## src/rtl/sw_debounce.sv

```systemverilog
// sw_debounce: per-bit synchroniser and debouncer for raw switches with registered rise/fall/change pulses
module sw_debounce #(
  parameter int WIDTH = 5,
  parameter int SYNC_STAGES = 2,
  parameter int DB_CYCLES = 16
) (
  input  logic             clk,
  input  logic             rst_n,
  input  logic [WIDTH-1:0] sw_in,
  output logic [WIDTH-1:0] sw_out,
  output logic [WIDTH-1:0] rise,
  output logic [WIDTH-1:0] fall,
  output logic             change
);
  localparam int CW = $clog2(DB_CYCLES);
  localparam logic [CW-1:0] CNT_MAX = CW'(DB_CYCLES - 1);
  logic [WIDTH-1:0] sync_q [SYNC_STAGES];
  logic [WIDTH-1:0] sync_d [SYNC_STAGES];
  logic [CW-1:0] cnt_q [WIDTH];
  logic [CW-1:0] cnt_d [WIDTH];
  logic [WIDTH-1:0] out_q, out_d, rise_q, rise_d, fall_q, fall_d, s, done;
  logic change_q, change_d;
  assign s = sync_q[SYNC_STAGES-1];
  always_comb begin
    sync_d[0] = sw_in;
    for (int k = 1; k < SYNC_STAGES; k++) sync_d[k] = sync_q[k-1];
  end
  always_comb begin
    done = '0;
    cnt_d = '{default: '0};
    for (int i = 0; i < WIDTH; i++) begin
      done[i] = s[i] != out_q[i] && cnt_q[i] == CNT_MAX;
      cnt_d[i] = s[i] != out_q[i] && !done[i] ? cnt_q[i] + 1'b1 : '0;
    end
    out_d = out_q ^ done;
    rise_d = done & s;
    fall_d = done & ~s;
    change_d = |done;
  end
  always_ff @(posedge clk) begin
    if (!rst_n) begin
      sync_q <= '{default: '0};
      cnt_q <= '{default: '0};
      out_q <= '0;
      rise_q <= '0;
      fall_q <= '0;
      change_q <= 1'b0;
    end else begin
      sync_q <= sync_d;
      cnt_q <= cnt_d;
      out_q <= out_d;
      rise_q <= rise_d;
      fall_q <= fall_d;
      change_q <= change_d;
    end
  end
  assign sw_out = out_q;
  assign rise = rise_q;
  assign fall = fall_q;
  assign change = change_q;
endmodule

```

## config.mk

```make
export PLATFORM = sky130hd
export DESIGN_NAME = sw_debounce
export DESIGN_NICKNAME = d
export VERILOG_FILES = /design/src/rtl/sw_debounce.sv
export SDC_FILE = /design/constraint.sdc
export NUM_CORES = 1
export LEC_CHECK = 0
export ABC_AREA = 1
export CORE_MARGIN = 1
export CORE_UTILIZATION = 47
export DETAILED_ROUTE_END_ITERATION = 12
export PLACE_DENSITY = 0.73
export SYNTH_ARGS = -nofsm -noshare
export SYNTH_HDL_FRONTEND = slang
export SYNTH_SLANG_ARGS = --single-unit
```

## constraint.sdc

```tcl
create_clock -name clk -period 1 [get_ports clk]
set_input_delay 0.1 -clock clk [delete_from_list [all_inputs] [get_ports clk]]
set_output_delay 0.1 -clock clk [all_outputs]
set_load 0.01 [all_outputs]
```

==> metrics.md, run 1 <==
| Metric | Value |
|---|---|
| Post-synthesis mux area share | `0` |
| Psw | `651 uW` |
| CTS Root Cell | `clkbuf_4` |
| Flop pwr share | `0.609` |
| Clk slew on worst S/H paths | `130 ps` |
| CTS Buf Count | `5` |
| Max Slew Vio Count | `0` |
| Status | `finished with violations` |
| Skew-Pair Late Insertion Delay | `360 ps` |
| Remaining Overflow, GRT | `0` |
| Mapped Cells | `181` |
| Clk buf depth | `2` |
| Initial antenna violation count | `0` |
| Crit end category | `flop` |
| Count of cell types in the netlist | `14` |
| FF+latch count, synth | `46` |
| Pre-CTS WS | `-207 ps` |
| Pwr/cell area | `1390 nW/um2` |
| CTS Sinks | `46` |
| Fin cells | `270` |
| Post-Route WL | `3.16 mm` |
| Synth Area in Compound Gates | `0.0316` |
| Simple-Gate Fraction of Synth Area | `0.206` |
| R2R depth | `7` |
| WHS | `254 ps` |
| Post-Syn Area | `1580 um2` |
| Wire per inst | `11.7 um` |
| FP Rows | `20` |
| RSZ-0062 raised after global routing | `true` |
| Final Skew | `7.40 ps` |
| Nets | `237` |
| Largest net degree at the start of global routing | `21` |
| Yosys top cell by area | `dfxtp_1` |
| Switching share of power | `0.211` |
| Adder and majority cell fraction of the synthesized area | `0.0395` |
| Ports | `23` |
| Critical Path Source Type | `flop` |
| Flop2flop setup slack | `-50 ps` |
| Avg Cell Area, Syn | `8.75 um2` |
| Largest family of logic cells by synthesized area | `simple AND/OR/NAND/NOR gates` |
| Worst hold endpoint | `sync_d[3]$_SDFF_PN0_` |
| Die area | `3610 um2` |
| Placer congestion estimate | `0.754` |
| Fin crit share | `1.05` |
| Hold path startpoint | `sw_in[3]` |
| CP max FO | `5` |
| Worst-Margin Slew | `358 ps` |
| RR Endpoint | `change$_SDFF_PN0_` |
| Vias/cell | `4.77` |
| Min cycle time layout | `1050 ps` |
| Peak supply drop | `0.00127 V` |
| Internal | `2.43 mW` |
| Placed Cells incl. Taps | `256` |
| Crit path kind | `reg2reg` |
| N_diodes | `0` |
| Clock power share | `0.353` |
| Number of DRC markers in iteration 0 | `33` |
| Final Hold Viols | `0` |
| HP Class | `in2reg` |
| Share of cells above drive strength 1 | `0.416` |
| TritonRoute pass-1 iters | `4` |
| Area grow syn2layout | `40.0%` |
| Static leakage | `0.989 nW` |
| CORE AREA | `3130 um2` |
| Ys Warns | `0` |
| DRT antenna net count | `0` |
| Post-synthesis sequential area ratio | `0.581` |
| WHS Path Cells | `3` |
| Max-cap violations | `0` |
| DP HPWL | `2.16 mm` |
| Largest cells by area after synthesis | `dfxtp_1 58%, inv_1 7.1%, nand2_1 6.6%` |
| Mapped Nets | `193` |
| Endpoints failing setup | `2` |
| Starting Density | `0.506` |
| Vias in the first global route | `1257` |
| Combinational Power Share | `0.038` |
| Synth top area share | `0.581` |
| Die H | `60.1 um` |
| Crit Reg-Reg Startpoint | `cnt_q[12]$_SDFF_PN0_` |
| F_max | `956 MHz` |
| Vias | `1289` |
| Gr usage total | `0.200` |
| Commonest non-fill, non-tap cell in the layout | `inv_1` |
| Total Power | `3.08 mW` |
| Global-route wire length before repair | `5.18 mm` |
| Synth Area in XOR/XNOR | `0.0608` |
| Critical path arrival | `1290 ps` |
| CP required | `1250 ps` |
| Max_slew headroom | `0.761` |
| Drt drc | `0` |
| Most frequent cells in the layout | `27 x inv_1, 25 x dfxtp_2, 24 x nand2_1, 21 x nor2_1, 21 x dfxtp_1` |
| CTS tree | `done` |
| PortBufs | `22` |
| Failing checks | `setup timing` |
| H-tree lvl count | `2` |
| Setup WS post-layout | `-45.8 ps` |
| Die width | `60.1 um` |
## synth_stat cells (all sizes together)
master and number:
buf 3, nor4 1, nor3b 1, xnor2 5
inv 30, ha 5, a21oi 5, o21ai 5
nor2 22, dfxtp 46, nand3 16, xor2 6
nand2 28, nor3 8
## power by group through the flow
stage / Sequential (mW) / Combinational (mW) / Clock, mW
6_report: 1.88 / 0.117 / 1.09
5_1_grt: 1.88 / 0.132 / 1.19
4_1_cts: 1.87 / 0.114 / 1.11
3_5_place_dp: 1.91 / 0.109 / 0
3_3_place_gp: 1.91 / 0.103 / 0
2_1_floorplan: 1.91 / 0.0569 / 0
## metrics by stage
stage                util  setup TNS, ps  area [um2]
global route        0.709           -607        2220
finish              0.709          -80.3        2220
floorplan               -              0        1620
detailed placement  0.635          -5010        1990
CTS                 0.692          -56.6        2170
global placement    0.635          -3650        1990
## worst max-delay path by stage
stage,startpoint,endpoint
after floorplan,cnt_q[16]$_SDFF_PN0_,change$_SDFF_PN0_
after global placement,rst_n,fall[4]$_SDFF_PN0_
after detailed placement,rst_n,rise[1]$_SDFF_PN0_
after CTS,flop,change$_SDFF_PN0_
after global routing,cnt_q[1]$_SDFF_PN0_,change$_SDFF_PN0_
final,cnt_q[12]$_SDFF_PN0_,change$_SDFF_PN0_
## logic make-up (layout without fill, tap and decap cells)
| logic type | count (synthesis) | in the layout |
|---|---|---|
| compound gates | 10 | 10 |
| simple gates | 76 | 76 |
| flops | 46 | 46 |
| xor+xnor | 11 | 11 |
| buf+inv | 33 | 78 |
| fa+ha+maj | 5 | 5 |
## worst max-delay path, stage by stage (launching register included)
cell and delay (ps):
dfxtp_2 360, ha_4 170, nand3_4 80, inv_1 40, nand2_1 80, nand2_1 60
nor2_1 80, nor2_1 50
## cell type report
cell class	count	area, um2
repair buffers	40	292
fillers	239	911
multi-input cells	102	728
well taps	44	55.1
clock buffers	5	37.5
inverters	30	113
flip-flops and latches	46	952
clock inverters	3	40.0
## routing by layer
metal  vias up  part of all wire  track usage  routed length (um)
met5         -                 0            0                   0
met3         9             0.050       0.0671                 157
met4         0             0.023       0.0963                  72
met1       601              0.40        0.204                1270
li1        650                 -            -                   -
met2        29              0.52        0.362                1660
## repair_timing
action	4_1_cts	5_1_grt
resized for setup	101	16
buffers inserted	7	0
hold buffers	0	0
setup endpoints to repair	31	25
pin swaps	9	5
cloned	0	0
(Power assumes the default switching activity.)
==> inputs of run 2 (changes only) <==
--- a/config.mk
+++ b/config.mk
@@ -10,6 +10,7 @@
 export CORE_UTILIZATION = 47
 export DETAILED_ROUTE_END_ITERATION = 12
 export PLACE_DENSITY = 0.73
+export SETUP_SLACK_MARGIN = 0.02
 export SYNTH_ARGS = -nofsm -noshare
 export SYNTH_HDL_FRONTEND = slang
 export SYNTH_SLANG_ARGS = --single-unit
==> metrics.md, run 2 (synthesis gave the netlist of run 1 again) <==
| Metric | Value |
|---|---|
| Status | `finished with violations` |
| Failing checks | `setup timing` |
| Die area | `3610 um2 (unchanged)` |
| CP required | `1230 ps (-20 ps)` |
| DRT antenna net count | `0 (unchanged)` |
| CTS Sinks | `46 (unchanged)` |
| RSZ-0062 raised after global routing | `true` |
| CTS Buf Count | `5 (unchanged)` |
| Skew-Pair Late Insertion Delay | `340 ps (-20 ps)` |
| Critical path arrival | `1250 ps (-40 ps)` |
| Die width | `60.1 um (unchanged)` |
| Largest net degree at the start of global routing | `15 (-29%)` |
| CTS Hold Bufs | `0 (unchanged)` |
| Fillers | `239 (unchanged)` |
| HP Class | `in2reg` |
| Most frequent cells in the layout | `26 x inv_1, 26 x dfxtp_1, 23 x nand2_1, 20 x dfxtp_2, 19 x nor2_1` |
| N_diodes | `0 (unchanged)` |
| Clk slew on worst S/H paths | `120 ps (about the same)` |
| Crit path kind | `reg2reg` |
| Min cycle time layout | `1010 ps (-31.4 ps)` |
| Area grow syn2layout | `41.0%` |
| F_max | `986 MHz (+3.1%)` |
| Worst-Margin Slew | `346 ps (-12.2 ps)` |
| Vias/cell | `4.63 (-3.0%)` |
| Peak supply drop | `0.00116 V (-8.8%)` |
| PortBufs | `22 (unchanged)` |
| Post-Route WL | `2.93 mm (-7.3%)` |
| FP Rows | `20 (unchanged)` |
| Global-route wire length before repair | `4.87 mm (-6.0%)` |
| Placer congestion estimate | `0.691 (-8.3%)` |
| Number of DRC markers in iteration 0 | `39 (+18%)` |
| Die H | `60.1 um (unchanged)` |
| Setup TNS | `-17.8 ps (+62.5 ps)` |
| Worst hold endpoint | `sync_d[3]$_SDFF_PN0_` |
| DP HPWL | `2.03 mm (-5.8%)` |
| Starting Density | `0.506 (unchanged)` |
| Multi-input logic area | `747 um2 (+2.6%)` |
| H-tree lvl count | `2 (unchanged)` |
| Ports | `23 (unchanged)` |
| Setup WS post-layout | `-14.4 ps (+31.4 ps)` |
| CTS tree | `done` |
| Storage cell area | `946 um2 (-0.66%)` |
| Post-route cell area | `2230 um2 (+0.73%)` |
| WHS | `274 ps (+20.2 ps)` |
| Final Skew | `5.79 ps (-1.61 ps)` |
| CP max FO | `3 (-2)` |
| Final Hold Viols | `0 (unchanged)` |
| Static leakage | `1.00 nW (+1.1%)` |
| CORE AREA | `3130 um2 (unchanged)` |
| TritonRoute pass-1 iters | `4 (unchanged)` |
| Vias in the first global route | `1254 (-0.24%)` |
| Critical Path Source Type | `flop` |
| CTS Root Cell | `clkbuf_4` |
| Fin crit share | `1.01 (-0.0314)` |
| Pwr/cell area | `1370 nW/um2 (-1.4%)` |
| Flop2flop setup slack | `-10 ps (+30 ps)` |
| Remaining Overflow, GRT | `0 (unchanged)` |
| Max-cap violations | `0 (unchanged)` |
| Share of cells above drive strength 1 | `0.416 (unchanged)` |
| Vias | `1250 (-3.0%)` |
| Total Power | `3.06 mW (-0.71%)` |
| Hold path startpoint | `sw_in[3]` |
| Drt drc | `0 (unchanged)` |
| DP Area | `1980 um2 (-0.25%)` |
| WHS Path Cells | `3 (unchanged)` |
| Max Slew Vio Count | `0 (unchanged)` |
| Wire per inst | `10.9 um (-7.3%)` |
| Crit end category | `flop` |
| Max_slew headroom | `0.769 (+0.00814)` |
| Initial antenna violation count | `0 (unchanged)` |
| R2R depth | `6 (-1)` |
| Gr usage total | `0.185 (-0.0149)` |
| Nets | `237 (unchanged)` |
| Endpoints failing setup | `2 (unchanged)` |
| RR Endpoint | `change$_SDFF_PN0_` |
| Clk buf depth | `2 (unchanged)` |
## run 2: final cells by class
type	count	area share
clock buffers	5	0.0168
clock inverters	3	0.0179
inverters	30	0.0504
multi-input cells	102	0.334
flip-flops and latches	46	0.424
well taps	44	0.0246
repair buffers	40	0.132
## run 2: worst max path at each step
stage | from | endpoint | slack, ps | cells after the start
after global routing | flop | change$_SDFF_PN0_ | -110 | 7
final | flop | change$_SDFF_PN0_ | -10 | 6
after floorplan | cnt_q[4]$_SDFF_PN0_ | change$_SDFF_PN0_ | 20 | 7
after detailed placement | rst_n | cnt_q[15]$_SDFF_PN0_ | -160 | 4
after CTS | cnt_q[16]$_SDFF_PN0_ | change$_SDFF_PN0_ | -30 | 7
after global placement | rst_n | fall[4]$_SDFF_PN0_ | -100 | 3
## run 2: layer usage
| metal | vias to the layer above | GRT usage | routed length (um) |
|---|---|---|---|
| li1 | 648 | - | - |
| met1 | 574 | 0.195 | 1210 |
| met2 | 23 | 0.341 | 1580 |
| met3 | 5 | 0.0628 | 113 |
| met4 | 0 | 0.0598 | 29 |
| met5 | - | 0 | 0 |
## run 2: stage by stage
step	util	setup slack [ps]	cells
detailed placement	0.634	-156	257
CTS	0.682	-30.3	269
global route	0.714	-111	270
global placement	0.634	-104	257
floorplan	-	20.9	181
finish	0.714	-14.4	270
## run 2: power breakdown
group          switching, mW  internal (mW)
sequential            0.0188           1.86
clock                  0.552          0.518
combinational         0.0603         0.0556
## run 2: timing repair
| item | CTS | global route |
|---|---|---|
| buffers inserted | 4 | 1 |
| gates resized for setup | 100 | 23 |
| pin swaps | 9 | 7 |
| hold endpoints to repair | 0 | 0 |
| setup endpoints to repair | 39 | 32 |
## run 2: critical path, stage by stage, from the launching register on
cell     delay, ps
dfxtp_2        350
buf_6          120
xor2_4         180
nand2_4         80
nand2_1         60
nor2_2          90
nor2_1          40
